<file path="config.mk">
export PLATFORM = sky130hd
export DESIGN_NAME = router_fsm
export DESIGN_NICKNAME = d
export VERILOG_FILES = /design/src/rtl/router_pkg.sv /design/src/rtl/router_wait_timer.sv /design/src/rtl/router_fsm.sv
export SDC_FILE = /design/constraint.sdc
export NUM_CORES = 1
export LEC_CHECK = 0
export ABC_CLOCK_PERIOD_IN_PS = 1800
export CORE_AREA = 2 2 39 41
export DETAILED_ROUTE_END_ITERATION = 10
export DIE_AREA = 0 0 41 43
export MAX_ROUTING_LAYER = met4
export PLACE_DENSITY_LB_ADDON = 0.12
export RECOVER_POWER = 50
export SLEW_MARGIN = 20
export SYNTH_ARGS = -nofsm -noshare
export SYNTH_HDL_FRONTEND = slang
export SYNTH_SLANG_ARGS = --single-unit
</file>
<file path="constraint.sdc">
create_clock -name clk -period 1.8 [get_ports clk]
set_clock_uncertainty 0.2 [all_clocks]
set_input_delay 0.36 -clock clk [delete_from_list [all_inputs] [get_ports clk]]
set_output_delay 0.36 -clock clk [all_outputs]
set_load 0.05 [all_outputs]
</file>
<file path="src/rtl/router_pkg.sv">
// router_pkg: shared definitions for the 1x3 router packet-sequencing FSM.
//   - Binary state encodings (state_t + localparam constants).
//   - Header address codes ADDR_0/ADDR_1/ADDR_2/ADDR_INVALID.
//   - DEFAULT_WAIT_TIMEOUT: default drop timeout in cycles, used when
//     ROUTER_FSM_WAIT_TIMEOUT_EN is defined.
//   - select_flag(): picks the per-FIFO flag addressed by a 2-bit address.
package router_pkg;

  typedef logic [2:0] state_t;

  localparam state_t DECODE_ADDRESS     = 3'd0;
  localparam state_t LOAD_FIRST_DATA    = 3'd1;
  localparam state_t LOAD_DATA          = 3'd2;
  localparam state_t FIFO_FULL_STATE    = 3'd3;
  localparam state_t LOAD_AFTER_FULL    = 3'd4;
  localparam state_t LOAD_PARITY        = 3'd5;
  localparam state_t CHECK_PARITY_ERROR = 3'd6;
  localparam state_t WAIT_TILL_EMPTY    = 3'd7;

  localparam logic [1:0] ADDR_0       = 2'b00;
  localparam logic [1:0] ADDR_1       = 2'b01;
  localparam logic [1:0] ADDR_2       = 2'b10;
  localparam logic [1:0] ADDR_INVALID = 2'b11;

  localparam int DEFAULT_WAIT_TIMEOUT = 64;

  // The invalid address selects no FIFO, so its flag always reads 0.
  function automatic logic select_flag(input logic [2:0] flags, input logic [1:0] addr);
    case (addr)
      ADDR_0:  return flags[0];
      ADDR_1:  return flags[1];
      ADDR_2:  return flags[2];
      default: return 1'b0;
    endcase
  endfunction

endpackage

</file>
<file path="src/rtl/router_wait_timer.sv">
// router_wait_timer: cycle counter for the WAIT_TILL_EMPTY drop timeout.
// Instantiated by router_fsm only when ROUTER_FSM_WAIT_TIMEOUT_EN is defined.
// Ports:
//   clk     in  : rising-edge clock
//   reset   in  : synchronous active-high reset
//   run     in  : FSM remains in WAIT_TILL_EMPTY next cycle; low clears count
//   expired out : count has reached WAIT_TIMEOUT-1
module router_wait_timer
  import router_pkg::*;
#(
  parameter int WAIT_TIMEOUT = DEFAULT_WAIT_TIMEOUT
) (
  input  logic clk,
  input  logic reset,
  input  logic run,
  output logic expired
);

  localparam int CNT_W = $clog2(WAIT_TIMEOUT);

  logic [CNT_W-1:0] count;

  always_ff @(posedge clk) begin
    if (reset) begin
      count <= '0;
    end else if (run) begin
      count <= count + CNT_W'(1);
    end else begin
      count <= '0;
    end
  end

  assign expired = (count == CNT_W'(WAIT_TIMEOUT - 1));

endmodule

</file>
<file path="src/rtl/router_fsm.sv">
// router_fsm: packet-sequencing controller for the 1x3 router.
// Selects the destination FIFO from the header address, stalls on busy/full
// FIFOs and drives the datapath phase strobes. All outputs are decoded from
// registered state, so there is no combinational input-to-output path.
// Optional feature: define ROUTER_FSM_WAIT_TIMEOUT_EN to drop a packet that
// waits WAIT_TIMEOUT cycles for a non-empty FIFO (drop_pkt pulses once);
// otherwise drop_pkt is tied low and WAIT_TILL_EMPTY waits indefinitely.
// Ports:
//   clk, reset (sync, active-high)
//   pkt_valid, data_in[1:0]          : header/payload handshake and address
//   parity_done, low_pkt_valid       : register-block status
//   fifo_full                        : selected FIFO full
//   fifo_empty_0..2, soft_reset_0..2 : per-FIFO empty flags / timeout resets
//   detect_add, lfd_state, ld_state, laf_state, full_state : state decodes
//   write_en_reg, rst_int_reg, busy, drop_pkt             : control outputs
module router_fsm
  import router_pkg::*;
#(
  parameter int WAIT_TIMEOUT = DEFAULT_WAIT_TIMEOUT
) (
  input  logic       clk,
  input  logic       reset,
  input  logic       pkt_valid,
  input  logic [1:0] data_in,
  input  logic       parity_done,
  input  logic       low_pkt_valid,
  input  logic       fifo_full,
  input  logic       fifo_empty_0,
  input  logic       fifo_empty_1,
  input  logic       fifo_empty_2,
  input  logic       soft_reset_0,
  input  logic       soft_reset_1,
  input  logic       soft_reset_2,
  output logic       detect_add,
  output logic       lfd_state,
  output logic       ld_state,
  output logic       laf_state,
  output logic       full_state,
  output logic       write_en_reg,
  output logic       rst_int_reg,
  output logic       busy,
  output logic       drop_pkt
);

  if (WAIT_TIMEOUT < 2) begin : g_bad_timeout
    $error("router_fsm: WAIT_TIMEOUT must be at least 2");
  end

  state_t     state;
  state_t     next_state;
  logic [1:0] addr_q;
  logic [2:0] empty_vec;
  logic [2:0] soft_vec;
  logic       empty_sel;
  logic       soft_sel;
  logic       timeout;

  assign empty_vec = {fifo_empty_2, fifo_empty_1, fifo_empty_0};
  assign soft_vec  = {soft_reset_2, soft_reset_1, soft_reset_0};
  assign empty_sel = select_flag(empty_vec, addr_q);
  assign soft_sel  = select_flag(soft_vec, addr_q);

  always_comb begin
    next_state = state;
    case (state)
      DECODE_ADDRESS: begin
        if (pkt_valid && (data_in != ADDR_INVALID)) begin
          next_state = select_flag(empty_vec, data_in) ? LOAD_FIRST_DATA : WAIT_TILL_EMPTY;
        end
      end
      LOAD_FIRST_DATA: next_state = LOAD_DATA;
      LOAD_DATA: begin
        // A full FIFO takes precedence over the end of the payload.
        if (fifo_full)       next_state = FIFO_FULL_STATE;
        else if (!pkt_valid) next_state = LOAD_PARITY;
      end
      FIFO_FULL_STATE: begin
        if (!fifo_full) next_state = LOAD_AFTER_FULL;
      end
      LOAD_AFTER_FULL: begin
        if (parity_done)        next_state = DECODE_ADDRESS;
        else if (low_pkt_valid) next_state = LOAD_PARITY;
        else                    next_state = LOAD_DATA;
      end
      LOAD_PARITY: next_state = CHECK_PARITY_ERROR;
      CHECK_PARITY_ERROR: next_state = fifo_full ? FIFO_FULL_STATE : DECODE_ADDRESS;
      WAIT_TILL_EMPTY: begin
        // Empty arriving on the terminal-count cycle still wins.
        if (empty_sel)    next_state = LOAD_FIRST_DATA;
        else if (timeout) next_state = DECODE_ADDRESS;
      end
      default: next_state = DECODE_ADDRESS;
    endcase
    // Only the selected FIFO's timeout reset can abort a packet in flight.
    if ((state != DECODE_ADDRESS) && soft_sel) next_state = DECODE_ADDRESS;
  end

  always_ff @(posedge clk) begin
    if (reset) begin
      state  <= DECODE_ADDRESS;
      addr_q <= ADDR_0;
    end else begin
      state <= next_state;
      if ((state == DECODE_ADDRESS) && pkt_valid) addr_q <= data_in;
    end
  end

`ifdef ROUTER_FSM_WAIT_TIMEOUT_EN
  logic timer_run;
  logic drop_q;

  // Keep counting only while the FSM stays put; any exit clears the count.
  assign timer_run = (state == WAIT_TILL_EMPTY) && (next_state == WAIT_TILL_EMPTY);

  router_wait_timer #(
    .WAIT_TIMEOUT(WAIT_TIMEOUT)
  ) u_wait_timer (
    .clk    (clk),
    .reset  (reset),
    .run    (timer_run),
    .expired(timeout)
  );

  // A soft reset on the same cycle aborts the packet instead of dropping it.
  always_ff @(posedge clk) begin
    if (reset) begin
      drop_q <= 1'b0;
    end else begin
      drop_q <= (state == WAIT_TILL_EMPTY) && timeout && !empty_sel && !soft_sel;
    end
  end

  assign drop_pkt = drop_q;
`else
  assign timeout  = 1'b0;
  assign drop_pkt = 1'b0;
`endif

  assign detect_add   = (state == DECODE_ADDRESS);
  assign lfd_state    = (state == LOAD_FIRST_DATA);
  assign ld_state     = (state == LOAD_DATA);
  assign full_state   = (state == FIFO_FULL_STATE);
  assign laf_state    = (state == LOAD_AFTER_FULL);
  assign rst_int_reg  = (state == CHECK_PARITY_ERROR);
  assign write_en_reg = (state == LOAD_DATA) || (state == LOAD_AFTER_FULL) ||
                        (state == LOAD_PARITY);
  assign busy         = !((state == DECODE_ADDRESS) || (state == LOAD_DATA));

endmodule

</file>
==> results of run 1 <==
-- power groups by stage --
stage | logic [uW] | clock network [uW] | registers [uW]
floorplan | 710 | 0 | 175
global placement | 1150 | 0 | 233
detailed placement | 1160 | 0 | 234
CTS | 1160 | 134 | 239
global route | 1250 | 140 | 264
finish | 1180 | 131 | 252
-- critical path, stage by stage, from the launching register on --
cell     delay (ns)
dfxtp_2        0.35
buf_4          0.16
or2_2          0.29
buf_12         0.15
-- cells in the final DEF, fill, tap and decap left out, types with 2 or more instances in the layout --
cell / instances
buf_12: 8
nand2_1: 7
nor2b_1: 2
clkdlybuf4s50_1: 13
nand3_1: 4
nor2_1: 2
buf_4: 8
dfxtp_4: 2
a21o_1: 2
a221o_1: 2
and3_1: 3
nand3b_1: 2
dfxtp_1: 2
inv_1: 4
clkbuf_4: 3
a21oi_1: 4
o21ai_0: 2
-- state kept, by name, indices dropped and copies added (netlist names) --
name	cells
state	3
addr_q	2
-- logic make-up after synthesis --
group	Yosys count
multiplexers	3
flip-flops	5
buffers and inverters	8
other	1
AO/OA/AOI/OAI	17
AND/OR/NAND/NOR	29
-- final cells by class --
class	count	area [sq um]
clock buffer	4	26.3
sequential	5	109
fill	128	519
multi-input combinational	50	344
tap	16	20.0
inverter	4	15.0
timing repair buffer	29	350
-- worst max path at each step --
stage,depth (start not counted),start,end
finish,3,state[2],busy
global route,4,state[0],write_en_reg
CTS,4,state[0],write_en_reg
detailed placement,5,soft_reset_0,state[0]
global placement,5,soft_reset_0,state[0]
floorplan,4,state[1],write_en_reg
-- per-stage QoR --
stage          power (uW)  worst slack [ns]  cell area, sq um
2_1_floorplan         885            -0.204               477
3_3_place_gp         1380           -0.0913               815
5_1_grt              1660          -0.00210               865
3_5_place_dp         1390            -0.109               815
4_1_cts              1530            0.0148               845
6_report             1560            0.0407               865
-- per-layer routing --
metal  wire length (um)  track usage  vias to the layer above
li1                   -            -                      282
met1                490        0.204                      256
met2                599        0.263                       19
met3                 85       0.0681                        0
met4                  0       0.0333                        0
met5                  0            -                        -
-- repair_timing --
item | in CTS | in global routing
pin swaps | 0 | 2
hold buffers | 0 | 0
resized for setup | 3 | 3
setup endpoints to repair | 6 | 3
buffers inserted | 0 | 1
endpoints found under the hold margin | 0 | 0
==> out/qor.csv, run 1 <==
metric,value,unit
Worst R2R End,state[0],
RSZ-0062 raised after global routing,yes,
Psw,732,uW
vias per cell,5.16,
top-count cell post-synth,nand2_1,
"Reg clk slew, reported paths",0.05,ns
synthesized net count,77,
Yosys top cell area share,0.213,
initial antenna violation count,0,
worst-skew pair later-pin latency,0.24,ns
initial core utilization,0.339,
iteration-0 DRC count of the detailed router,6,
DR DRC count,0,
post-synthesis sequential area ratio,0.213,
drt wl/cell,10.9,um
critical hold path startpoint,addr_q[0],
Clock Root Buffer,clkbuf_4,
CTS tree,built,
CTS max path bufs,2,
async set-reset flop share out of synthesis,0,
"setup slack, reg-to-reg",0.21,ns
Ys Warns,0,
Worst Reg-to-Reg Cells,4,
Synth Area in Simple Gates,0.357,
ratio of cells with drive above 1 in the final layout,0.337,
Post-Synth XOR/XNOR Area,0,
sw frac,0.469,
Sequential Power Share,0.161,
Min-Delay Endpoint,addr_q[0],
dpl hpwl,943,um
"area leader, netlist",dfxtp_1,
Post-Synth Adder-Cell Area,0,
vias after detailed routing,557,
"Req. time, crit path",1.24,ns
Final #Nets,107,
FP Rows,14,
synthesis-stage register bit count,5,
Tmin final,1.76,ns
Antenna diodes,0,
Crit. End Element,primary output,
routability cong.,0.737,
setup violators final,0,
Post-synth EDFFs,0,
Max H-tree Level,1,
total grt overflow,0,
Max-Cap Viols,0,
Main synth FF type,dfxtp_1,
total detailed-routing wirelength,1170,um
port bufs,21,
Finished Layout Cells,108,
Arrival @ worst endpoint,1.20,ns
leakage power,0.000377,uW
Power Internal,831,uW
Synth area leaders,"dfxtp_1 21%, nand2_1 5.6%, a21oi_1 4.3%, a221o_1 4.3%, nand3_1 4.3%",
multiplexer share of the synthesized area,0.0773,
"Slew Viols, Final",0,
Clock power frac,0.084,
Mapped Area,469,sq um
# IOs,23,
P per Cell Area,1810,mW/mm^2
worst flop-to-flop path startpoint,addr_q[1],
Die X,41,um
GR Util All Layers,0.170,
area grow syn2layout,84.3,%
setup_tns,0,ns
Layout Utilization,0.625,
die area,0.00176,sq mm
final hold violations,0,
Final ANT Viol Nets,0,
largest family of logic cells by synthesized area,simple AND/OR/NAND/NOR gates,
Logic pwr share,0.755,
outcome,"complete, no violations",
peak supply drop,0.974,mV
Hold Path Depth,2,
f_max,568,MHz
Synth cell types,32,
"Max FO, Critical Path",6,
Die Y,43,um
largest net degree at the start of global routing,11,
placed cell count,103,
Commonest cells post-synth,"7 x nand2_1, 5 x dfxtp_1, 4 x a21oi_1, 4 x inv_1, 4 x nand3_1",
number of global-route vias before repair,526,
Mapped Cells,63,
# clock sinks,5,
DRT Pass-1 Iters,2,
final worst-path cycle share,0.977,
CP Class,reg -> out,
Core Area,0.00138,sq mm
CP Launch Type,register,
hold slack,0.286,ns
first-pass GRT wire length,2070,um
syn_area_per_cell,7.45,sq um
CTS Buf Count,3,
Compound-Gate Fraction of Synth Area,0.259,
Worst Hold Class,reg -> reg,
Power figures use the tool's default switching activity.
==> inputs of run 2 (changes only) <==
ABC_CLOCK_PERIOD_IN_PS = 1750   (was 1800)
clock period = 1.75 ns   (was 1.8 ns; I/O delays follow)
==> run 2 against run 1 <==
Compared with the run above: clock-buffer cell count unchanged; critical path type unchanged; power increased by 0.40%; largest cell class is now multi-input combinational cells; clock power about the same; cell count unchanged; critical path depth unchanged; sequential share of layout area increased by 0.24 points; wire length decreased by 0.60%; largest power group unchanged; setup slack improved by 0.0066 ns; register-to-register slack got worse by 0.08 ns.
==> out/qor.csv, run 2 (synthesis results as in run 1) <==
metric,value,unit,change
"commonest non-fill, non-tap cell in the layout",clkdlybuf4s50_1,,
Die Y,43,um,unchanged
Clock power frac,0.084,,about the same
dpl hpwl,954,um,+1.2%
Core Area,0.00138,sq mm,unchanged
die area,0.00176,sq mm,unchanged
DRT Pass-1 Iters,4,,+2
CP Class,reg -> out,,
"Reg clk slew, reported paths",0.05,ns,about the same
Clock Root Buffer,clkbuf_4,,
"Most flops, register",state,,
DR DRC count,0,,unchanged
register area,109,sq um,unchanged
DP Area,807,sq um,-0.92%
final setup margin,0.0473,ns,+0.00657 ns
total detailed-routing wirelength,1170,um,-0.60%
P per Cell Area,1850,mW/mm^2,+2.3%
Fill cells,127,,-0.78%
setup violators final,0,,unchanged
Max H-tree Level,1,,unchanged
# clock sinks,5,,unchanged
"Max FO, Critical Path",11,,+5
number of global-route vias before repair,490,,-6.8%
leakage power,0.000368,uW,-2.5%
initial antenna violation count,0,,unchanged
Final ANT Viol Nets,0,,unchanged
CP Launch Type,register,,
initial core utilization,0.339,,unchanged
CTS Hold Bufs,0,,unchanged
max reg flops,3,,unchanged
Tmin final,1.70,ns,
port bufs,21,,unchanged
post-route cell area,848,sq um,-1.9%
first-pass GRT wire length,1840,um,-11%
most frequent cells in the layout,"13 x clkdlybuf4s50_1, 7 x nand2_1, 7 x buf_12",,
final hold violations,0,,unchanged
vias after detailed routing,540,,-3.1%
RSZ-0062 raised after global routing,no,,
Psw,750,uW,+2.5%
CTS max path bufs,2,,unchanged
"Slew Viols, Final",0,,unchanged
Crit. End Element,primary output,,
routability cong.,0.739,,+0.28%
hold slack,0.281,ns,-0.00480 ns
largest net degree at the start of global routing,12,,+1
CP Cell Sequence,buf_4 > or2_4 > buf_12,,
CTS tree,built,,
Sequential Power Share,0.159,,-0.002
iteration-0 DRC count of the detailed router,2,,-4
pre-CTS setup slack,-0.192,ns,-0.0831 ns
peak supply drop,0.926,mV,-5.0%
"Req. time, crit path",1.20,ns,-0.04 ns
Multi-input gate area,347,sq um,+0.73%
CP peak stage delay,0.34,ns,about the same
GR Util All Layers,0.156,,-0.0144
Antenna diodes,0,,unchanged
Arrival @ worst endpoint,1.15,ns,-0.05 ns
f_max,587,MHz,
Power Internal,819,uW,-1.4%
final worst-path cycle share,0.973,,
Critical-path top delay cell,dfxtp_2,,
CTS Buf Count,3,,unchanged
Max-Cap Viols,0,,unchanged
Worst Hold Class,reg -> reg,,
Logic pwr share,0.757,,+0.002
# IOs,23,,unchanged
largest registers,"state: 3 flops, addr_q: 2 flops",,
drt wl/cell,10.8,um,-0.60%
ratio of cells with drive above 1 in the final layout,0.326,,-0.0109
sw frac,0.478,,+0.00957
vias per cell,5.00,,-3.1%
outcome,"complete, no violations",,
FP Rows,14,,unchanged
worst-skew pair later-pin latency,0.24,ns,about the same
Die X,41,um,unchanged
total power,1570,uW,+0.40%
total grt overflow,0,,unchanged
area grow syn2layout,80.8,%,
Final #Nets,107,,unchanged
run 2: timing repair:
item                                    CTS  global route
setup buffers                             0             2
gates resized for setup                   4             3
endpoints found under the setup margin    8             7
pin swaps                                 0             2
run 2: worst paths after layout:
check	from	endpoint	slack, ns	cells after the start
setup / recovery	state[0]	busy	0.05	3
hold / removal	addr_q[0]	addr_q[0]	0.28	2
setup reg to reg	addr_q[1]	state[0]	0.13	4
hold reg to reg	addr_q[0]	addr_q[0]	0.28	2
run 2: critical path, delay by kind of cell (launching register included):
family / cells / cell delay (ns)
DFF: 1 / 0.34
and+or+nand+nor: 1 / 0.26
buffers and inverters: 2 / 0.32
run 2: per-stage QoR:
step,util,std cells,TNS (ns)
after floorplan,-,63,-0.265
after global placement,0.583,102,-0.437
after detailed placement,0.583,102,-0.533
after CTS,0.607,106,0
after global routing,0.613,108,0
final,0.613,108,0
run 2: power groups by stage:
stage               clock network (uW)  registers [uW]  logic (uW)
floorplan                            0             182         740
global route                       149             261        1270
CTS                                140             236        1210
detailed placement                   0             234        1190
finish                             132             249        1190
global placement                     0             231        1190
run 2: final cells by class:
| type | instances | share of cell area |
|---|---|---|
| inverters | 4 | 0.0177 |
| repair buffers | 29 | 0.391 |
| multi-input cells | 50 | 0.409 |
| clock buffers | 4 | 0.0310 |
| well taps | 16 | 0.0236 |
| flip-flops and latches | 5 | 0.128 |
run 2: layer usage:
| metal | share of wire | up-vias | GRT usage | routed length, um |
|---|---|---|---|---|
| li1 | - | 283 | - | - |
| met5 | 0 | - | - | 0 |
| met4 | 0 | 0 | 0.0200 | 0 |
| met2 | 0.53 | 18 | 0.250 | 614 |
| met1 | 0.40 | 239 | 0.181 | 472 |
| met3 | 0.068 | 0 | 0.0628 | 79 |
==> inputs of run 3 (changes only) <==
CTS_CLUSTER_SIZE = 20   (was not set)
SKIP_CTS_REPAIR_TIMING = 1   (was not set)
==> run 3 against run 2 <==
Compared with the run above: non-clock buffer count unchanged; register-to-register slack about the same; power decreased by 1.7%; sequential power about the same.
==> out/qor.csv, run 3 (synthesis results as in run 1) <==
metric,value,unit,change
pre-CTS setup slack,-0.192,ns,unchanged
RSZ-0062 raised after global routing,no,,
ratio of cells with drive above 1 in the final layout,0.326,,unchanged
CTS Buf Count,3,,unchanged
Arrival @ worst endpoint,1.14,ns,about the same
total power,1540,uW,-1.7%
Final ANT Viol Nets,0,,unchanged
f_max,592,MHz,+0.77%
dpl hpwl,954,um,unchanged
number of global-route vias before repair,490,,unchanged
final worst-path cycle share,0.966,,-0.00739
total grt overflow,0,,unchanged
"Most flops, register",state,,
first-pass GRT wire length,1840,um,unchanged
Crit. End Element,primary output,,
DR DRC count,0,,unchanged
placed cell count,102,,unchanged
Antenna diodes,0,,unchanged
Final #Nets,107,,unchanged
P per Cell Area,1880,mW/mm^2,+1.4%
Fill cells,133,,+4.7%
CP peak stage delay,0.37,ns,+0.03 ns
initial core utilization,0.339,,unchanged
Tmin final,1.69,ns,-0.0129 ns
# IOs,23,,unchanged
largest registers,"state: 3 flops, addr_q: 2 flops",,
outcome,"complete, no violations",,
"setup slack, reg-to-reg",0.13,ns,about the same
Finished Layout Cells,108,,unchanged
"Reg clk slew, reported paths",0.05,ns,about the same
worst-skew pair later-pin latency,0.24,ns,about the same
max reg flops,3,,unchanged
FP Rows,14,,unchanged
CP Cell Sequence,nor3_4 > clkbuf_4,,
Core Area,0.00138,sq mm,unchanged
hold slack,0.281,ns,unchanged
final hold violations,0,,unchanged
drt wl/cell,10.9,um,+0.43%
Clock Root Buffer,clkbuf_4,,
most frequent cells in the layout,"13 x clkdlybuf4s50_1, 7 x nand2_1, 5 x buf_12, 5 x buf_4",,
"commonest non-fill, non-tap cell in the layout",clkdlybuf4s50_1,,
"Max FO, Critical Path",6,,-5
peak supply drop,0.914,mV,-1.3%
vias after detailed routing,537,,-0.56%
CP Class,reg -> out,,
"Slew Viols, Final",0,,unchanged
GR Util All Layers,0.156,,unchanged
routability cong.,0.739,,unchanged
iteration-0 DRC count of the detailed router,2,,unchanged
# clock sinks,5,,unchanged
largest net degree at the start of global routing,12,,unchanged
initial antenna violation count,0,,unchanged
CP Launch Type,register,,
total detailed-routing wirelength,1170,um,+0.43%
Die X,41,um,unchanged
CTS tree,built,,
CTS max path bufs,2,,unchanged
Critical-path top delay cell,dfxtp_4,,
"Req. time, crit path",1.20,ns,about the same
leakage power,0.000362,uW,-1.5%
setup violators final,0,,unchanged
port bufs,21,,unchanged
vias per cell,4.97,,-0.56%
Die Y,43,um,unchanged
Worst Hold Class,reg -> reg,,
Multi-input gate area,347,sq um,unchanged
register area,109,sq um,unchanged
die area,0.00176,sq mm,unchanged
Max H-tree Level,1,,unchanged
DRT Pass-1 Iters,4,,unchanged
area grow syn2layout,75.2,%,
Max-Cap Viols,0,,unchanged
final setup margin,0.0602,ns,+0.0129 ns
[run 3: cell types whose count changed in the layout (fill, tap and decap cells not counted), sizes merged]
cell | previous run | this run
buf | 13 | 12
clkbuf | 7 | 8
[run 3: worst max-delay path: cells and delay by family (launching register included)]
family | cells | cell delay (ns)
AND/OR/NAND/NOR | 1 | 0.25
buffers and inverters | 1 | 0.29
flip-flops | 1 | 0.37
[run 3: power by group]
part           switching (uW)  internal [uW]  total, uW
clock network            45.7           86.1        132
registers                81.5            169        251
logic                     619            541       1160
[run 3: final timing paths]
path / from / to / depth (start not counted)
setup / recovery: state[2] / detect_add / 2
hold / removal: addr_q[0] / addr_q[0] / 2
setup reg to reg: addr_q[1] / state[0] / 4
hold reg to reg: addr_q[0] / addr_q[0] / 2
[run 3: metal layers]
metal / global-route usage / wire (um) / up-vias
met5: - / 0 / -
met4: 0.0200 / 0 / 0
met3: 0.0628 / 84 / 0
met2: 0.250 / 615 / 18
met1: 0.181 / 472 / 236
li1: - / - / 283
[run 3: area by class of cell]
class / count / share of cell area
Clock buffer: 4 / 0.0320
Inverter: 4 / 0.0183
Tap cell: 16 / 0.0244
Sequential cell: 5 / 0.132
Multi-Input combinational cell: 50 / 0.422
Timing Repair Buffer: 29 / 0.371
[run 3: metrics by stage]
step           cell area (sq um)  setup TNS, ns  utilization
6_report                     822              0        0.594
4_1_cts                      833         -0.703        0.602
2_1_floorplan                483         -0.265            -
5_1_grt                      822              0        0.594
3_3_place_gp                 807         -0.437        0.583
3_5_place_dp                 807         -0.533        0.583
